--- src/rtl/csc_block_scheduler.sv ---
// Shares one RGB->YCbCr converter between two pixel sources, granting whole
// blocks round-robin and buffering tagged results in a small output FIFO.
module csc_block_scheduler #(
    parameter int RGB_N      = 8,
    parameter int BLK_PIX    = 64,
    parameter int OBUF_DEPTH = 4
) (
    input  logic             clk,
    input  logic             rstn,
    input  logic             s0_vld,
    output logic             s0_rdy,
    input  logic [RGB_N-1:0] s0_r,
    input  logic [RGB_N-1:0] s0_g,
    input  logic [RGB_N-1:0] s0_b,
    input  logic             s1_vld,
    output logic             s1_rdy,
    input  logic [RGB_N-1:0] s1_r,
    input  logic [RGB_N-1:0] s1_g,
    input  logic [RGB_N-1:0] s1_b,
    output logic             cv_vld_i,
    output logic [RGB_N-1:0] cv_r,
    output logic [RGB_N-1:0] cv_g,
    output logic [RGB_N-1:0] cv_b,
    input  logic             cv_vld_o,
    input  logic [7:0]       cv_y,
    input  logic [7:0]       cv_cb,
    input  logic [7:0]       cv_cr,
    output logic             out_vld,
    input  logic             out_rdy,
    output logic [7:0]       out_y,
    output logic [7:0]       out_cb,
    output logic [7:0]       out_cr,
    output logic             out_src,
    output logic             out_last,
    output logic             blk_done,
    output logic             err,
    output logic             fsm_state
);

    // Handshakes: a transfer happens on any edge where vld & rdy are both high;
    // rdy never depends on the same-cycle vld of that port.

    localparam int CW = (BLK_PIX > 1) ? $clog2(BLK_PIX) : 1;
    localparam int PW = (OBUF_DEPTH > 1) ? $clog2(OBUF_DEPTH) : 1;
    localparam int EW = 26;

    typedef enum logic {IDLE = 1'b0, BURST = 1'b1} state_t;

    state_t          state_q, state_d;
    logic            gnt_q, gnt_d;
    logic            rr_q;
    logic [CW-1:0]   pix_cnt_q;
    logic            inflight_q;
    logic            tag_src_q, tag_last_q;
    logic            err_q;

    logic [EW-1:0]   mem [OBUF_DEPTH];
    logic [PW-1:0]   wr_q, rd_q;
    logic [PW:0]     fifo_cnt_q;
    logic [EW-1:0]   hold_q;
    logic [EW-1:0]   head;

    logic            sel_vld;
    logic [RGB_N-1:0] sel_r, sel_g, sel_b;
    logic [PW+1:0]   credit_sum;
    logic            credit_ok;
    logic            issue, last_pix, grant;
    logic            push, pop;

    assign sel_vld = gnt_q ? s1_vld : s0_vld;
    assign sel_r   = gnt_q ? s1_r   : s0_r;
    assign sel_g   = gnt_q ? s1_g   : s0_g;
    assign sel_b   = gnt_q ? s1_b   : s0_b;

    // Credit uses only registered occupancy, so a same-cycle pop frees nothing.
    assign credit_sum = {1'b0, fifo_cnt_q} + (PW+2)'(inflight_q);
    assign credit_ok  = credit_sum < (PW+2)'(OBUF_DEPTH);

    always_comb begin
        state_d  = state_q;
        gnt_d    = gnt_q;
        grant    = 1'b0;
        issue    = 1'b0;
        last_pix = 1'b0;
        s0_rdy   = 1'b0;
        s1_rdy   = 1'b0;
        case (state_q)
            IDLE: begin
                if (s0_vld && s1_vld) gnt_d = rr_q;
                else if (s1_vld)      gnt_d = 1'b1;
                else if (s0_vld)      gnt_d = 1'b0;
                if (s0_vld || s1_vld) begin
                    grant   = 1'b1;
                    state_d = BURST;
                end
            end
            BURST: begin
                s0_rdy   = !gnt_q && credit_ok;
                s1_rdy   = gnt_q && credit_ok;
                issue    = sel_vld && credit_ok;
                last_pix = issue && (pix_cnt_q == CW'(BLK_PIX - 1));
                if (last_pix) state_d = IDLE;
            end
            default: state_d = IDLE;
        endcase
    end

    assign cv_vld_i  = issue;
    assign cv_r      = issue ? sel_r : '0;
    assign cv_g      = issue ? sel_g : '0;
    assign cv_b      = issue ? sel_b : '0;
    assign blk_done  = last_pix;
    assign fsm_state = (state_q == BURST);

    always_ff @(posedge clk or negedge rstn) begin
        if (!rstn) begin
            state_q    <= IDLE;
            gnt_q      <= 1'b0;
            rr_q       <= 1'b0;
            pix_cnt_q  <= '0;
            inflight_q <= 1'b0;
            tag_src_q  <= 1'b0;
            tag_last_q <= 1'b0;
        end else begin
            state_q    <= state_d;
            gnt_q      <= gnt_d;
            inflight_q <= issue;
            if (grant) begin
                pix_cnt_q <= '0;
            end else if (issue) begin
                pix_cnt_q  <= last_pix ? '0 : pix_cnt_q + 1'b1;
                tag_src_q  <= gnt_q;
                tag_last_q <= last_pix;
            end
            if (last_pix) rr_q <= ~gnt_q;
        end
    end

    // A converter result is only legal one cycle after an issue.
    assign push = cv_vld_o && inflight_q;
    assign pop  = out_vld && out_rdy;

    always_ff @(posedge clk) begin
        if (push) mem[wr_q] <= {tag_src_q, tag_last_q, cv_y, cv_cb, cv_cr};
    end

    always_ff @(posedge clk or negedge rstn) begin
        if (!rstn) begin
            wr_q       <= '0;
            rd_q       <= '0;
            fifo_cnt_q <= '0;
            hold_q     <= '0;
            err_q      <= 1'b0;
        end else begin
            if (cv_vld_o && !inflight_q) err_q <= 1'b1;
            if (push) wr_q <= wr_q + 1'b1;
            if (pop) begin
                rd_q   <= rd_q + 1'b1;
                hold_q <= head;
            end
            case ({push, pop})
                2'b10:   fifo_cnt_q <= fifo_cnt_q + 1'b1;
                2'b01:   fifo_cnt_q <= fifo_cnt_q - 1'b1;
                default: fifo_cnt_q <= fifo_cnt_q;
            endcase
        end
    end

    // When empty, the outputs keep showing the most recently popped entry.
    assign head    = mem[rd_q];
    assign out_vld = (fifo_cnt_q != '0);
    assign {out_src, out_last, out_y, out_cb, out_cr} = out_vld ? head : hold_q;
    assign err     = err_q;

endmodule

--- config.mk ---
export PLATFORM = sky130hd
export DESIGN_NAME = csc_block_scheduler
export DESIGN_NICKNAME = d
export VERILOG_FILES = /design/src/rtl/csc_block_scheduler.sv
export SDC_FILE = /design/constraint.sdc
export NUM_CORES = 1
export LEC_CHECK = 0
export CAP_MARGIN = 5
export CORE_ASPECT_RATIO = 0.6
export CORE_MARGIN = 3
export CORE_UTILIZATION = 25
export CTS_CLUSTER_DIAMETER = 80
export DETAILED_ROUTE_END_ITERATION = 10
export HOLD_SLACK_MARGIN = 0.12
export PLACE_DENSITY_LB_ADDON = 0.05
export SKIP_LAST_GASP = 1
export SYNTH_ARGS = -nofsm -noshare
export SYNTH_HDL_FRONTEND = slang
export SYNTH_SLANG_ARGS = --single-unit
--- constraint.sdc ---
create_clock -name clk -period 6.2 [get_ports clk]
set_input_delay 1.24 -clock clk [delete_from_list [all_inputs] [get_ports clk]]
set_output_delay 1.24 -clock clk [all_outputs]
set_load 0.02 [all_outputs]
==> results.yml <==
floorplan:
  die-area_um2: 27890
  rows: 44
  ioPinCount: 135
  die_w_um: 213.6
  start_util: 0.2610
  core-area_um2: 24770
  die_y_um: 130.6
drt:
  wl_mm: 16.09
  num_vias: 3720
  vias_per_cell: 4.361
  dr.pass1.iters: 4
  drc: 0
  wl_per_cell_um: 18.87
  drt-initial-drc-count: 133
  drtAntennaViolNets: 0
power:
  leakage_uw: 0.003112
  power.switching_uw: 1224
  pwr-share-comb: 0.371
  clkPwrFrac: 0.262
  peakVddDrop_mv: 0.1741
  p_seq_frac: 0.368
  p_sw_frac: 0.3123
  intPower_uw: 2696
  power.density_nw_per_um2: 449.3
worst_setup_path:
  crit_chain: "clkdlybuf4s50_1, mux2_2, nand3_1, buf_4, nor2_1, clkdlybuf4s50_1"
  worstPathRequired_ns: 4.96
  worst-path-max-fanout: 29
  cpMostUsedCell: "clkdlybuf4s50_1"
  end_kind: "primary output"
  crit_path_start_kind: "primary input"
  arrival_ns: 3.29
  path_class: "in2out"
  slowest_delay_ns: 0.63
  slowest_stage: "clkdlybuf4s50_1"
synth:
  netlist_area_um2: 6466
  syn_nets: 465
  ys_warn_count: 0
  syn_inst: 380
  yosys_register_bits: 150
  synth.avg_cell_area_um2: 17.02
  ys_types: 36
  yosysSeqAreaShare: 0.6610
layout:
  final_nets: 603
  most-common-layout-cells: "clkdlybuf4s50_1, edfxtp_1, mux2_2, dfrtp_1, nor2_1"
  fin_cells: 853
  mostFrequentLayoutCell: "clkdlybuf4s50_1"
  synthToLayoutAreaGrowth_pct: 34.93
  diodes: 0
  drive_gt1_frac: 0.2260
clocking:
  hold_buffers: 0
  cts_root_buffer: "clkbuf_16"
  cts_tree: "built"
  cts.path.max_buffers: 2
  insertion_delay_ns: 0.42
  cts_buffers: 17
  postCtsResizedCells: 0
  clock_sinks: 150
  post_cts.repair.setup_buffers: 0
  clk_pin_slew_worst_paths_ns: 0.06
  cts_max_level: 4
global_routing:
  grt_max_degree: 47
  antenna_found_initial: 1
  grt-ovfl-total: 0
  grt_pass1_vias: 4002
  grt_pass1_wl_mm: 24.27
  grt_use_total: 0.1192
timing:
  finalSetupViolations: 0
  hold_viol_final: 0
  period_share: 0.7309
  worst_pin_slew_ns: 0.8478
  fmax_mhz: 220.7
  skew_ns: 0.005616
  fin_tns_setup_ns: 0
  fin_crit_ns: 4.531
  final-max-slew-violation-count: 0
  slew_headroom: 0.4348
  rsz0062_at_grt: "no"
placement:
  hpwl_mm: 10.43
  gp_congestion: 0.7269
  numPlacedInstances: 821
  port_buffers: 134
hold_path:
  min_path_type: "reg2reg"
job:
  max_cap_viol_count: 0
status:
  status: "finished, final reports clean"
==> worst max-delay path, delay by kind of cell <==
family	cells	cell delay, ns
buffers and inverters	3	1.53
multiplexers	1	0.21
AND/OR/NAND/NOR	2	0.31
==> state kept, by name (all words and copies together), names as in the netlist, 2 cells and up <==
| signal | flops |
|---|---|
| mem | 104 |
| hold_q | 26 |
| pix_cnt_q | 6 |
| fifo_cnt_q | 3 |
| rd_q | 2 |
| wr_q | 2 |
==> area by class of cell <==
type                            instances  area (µm²)
Clock buffer                           21       450.4
Clock inverter                         11       132.6
Fill cell                            2391       16050
Inverter                                9       33.78
Multi-Input combinational cell        202        2062
Sequential cell                       150        4277
Tap cell                              322       402.9
Timing Repair Buffer                  138        1366
==> worst paths after layout <==
path	from	end	slack (ns)	cells past startpoint
max	s1_vld	cv_b[3]	1.67	6
min reg2reg	err	err	0.46	1
max in group asynchronous	rstn	rd_q[1]	4.72	2
min in group asynchronous	rstn	hold_q[7]	0.95	2
min	err	err	0.46	1
max reg2reg	fifo_cnt_q[0]	fifo_cnt_q[2]	3.21	8
==> power groups by stage <==
stage,Combinational (µW),Clock [µW],Sequential [µW]
global placement,1470,0,1460
finish,1450,1030,1440
floorplan,992,0,1360
CTS,1490,1060,1450
detailed placement,1490,0,1470
global route,1580,1100,1480
==> logic make-up after synthesis <==
group,Yosys count,synth area share
XOR/XNOR,7,0.009482
flip-flops,150,0.6610
AND/OR/NAND/NOR,61,0.04238
AO/OA/AOI/OAI,21,0.02245
buffers and inverters,28,0.02109
adder cells (fa/ha/maj),7,0.01471
multiplexers,106,0.2289
==> per-stage QoR <==
stage | cell area (µm²) | utilization | setup WS (ns) | hold WS (ns) | power [µW]
global route | 8725 | 0.3522 | 1.571 | 0.4922 | 4157
global placement | 8142 | 0.3286 | 1.805 | 0.4487 | 2931
detailed placement | 8142 | 0.3286 | 1.706 | 0.4514 | 2950
finish | 8725 | 0.3522 | 1.669 | 0.4602 | 3920
floorplan | 6466 | - | 2.593 | 0.4575 | 2350
CTS | 8725 | 0.3522 | 1.699 | 0.4669 | 4003
==> per-layer routing <==
metal	vias to the layer above	GRT usage	share of wire
li1	1729	-	-
met1	1912	0.1691	0.49
met2	64	0.1784	0.46
met3	13	0.03460	0.037
met4	2	0.03494	0.0097
met5	-	0	0.00081
==> synthesized netlist by cell type <==
master / instances / area, µm²
a221o_1: 1 / 10.01
a2111oi_0: 1 / 8.760
mux2_4: 7 / 105.1
ha_1: 6 / 75.07
nor3_1: 2 / 10.01
mux2i_1: 26 / 260.3
xor2_1: 3 / 26.28
a31oi_1: 1 / 6.260
and3_1: 6 / 37.54
nand2_1: 10 / 37.54
inv_1: 9 / 33.78
buf_6: 3 / 33.78
or3_1: 1 / 6.260
and2_4: 1 / 8.760
a21o_1: 3 / 22.52
a21boi_0: 1 / 7.510
buf_1: 2 / 7.510
a21oi_1: 4 / 20.02
nor2b_1: 2 / 12.51
a22o_1: 1 / 8.760
mux2_2: 47 / 529.3
mux4_2: 26 / 585.6
nor2_1: 29 / 108.9
o31ai_1: 2 / 15.01
nand2b_1: 2 / 12.51
o21ai_0: 3 / 15.01
dfrtp_1: 46 / 1151
clkbuf_1: 7 / 26.28
fa_1: 1 / 20.02
buf_2: 7 / 35.03
a2bb2oi_1: 1 / 8.760
xnor2_1: 4 / 35.03
o21bai_1: 1 / 7.510
edfxtp_1: 104 / 3123
a22oi_1: 2 / 15.01
nand3_1: 8 / 40.04
(Power assumes the default switching activity.)
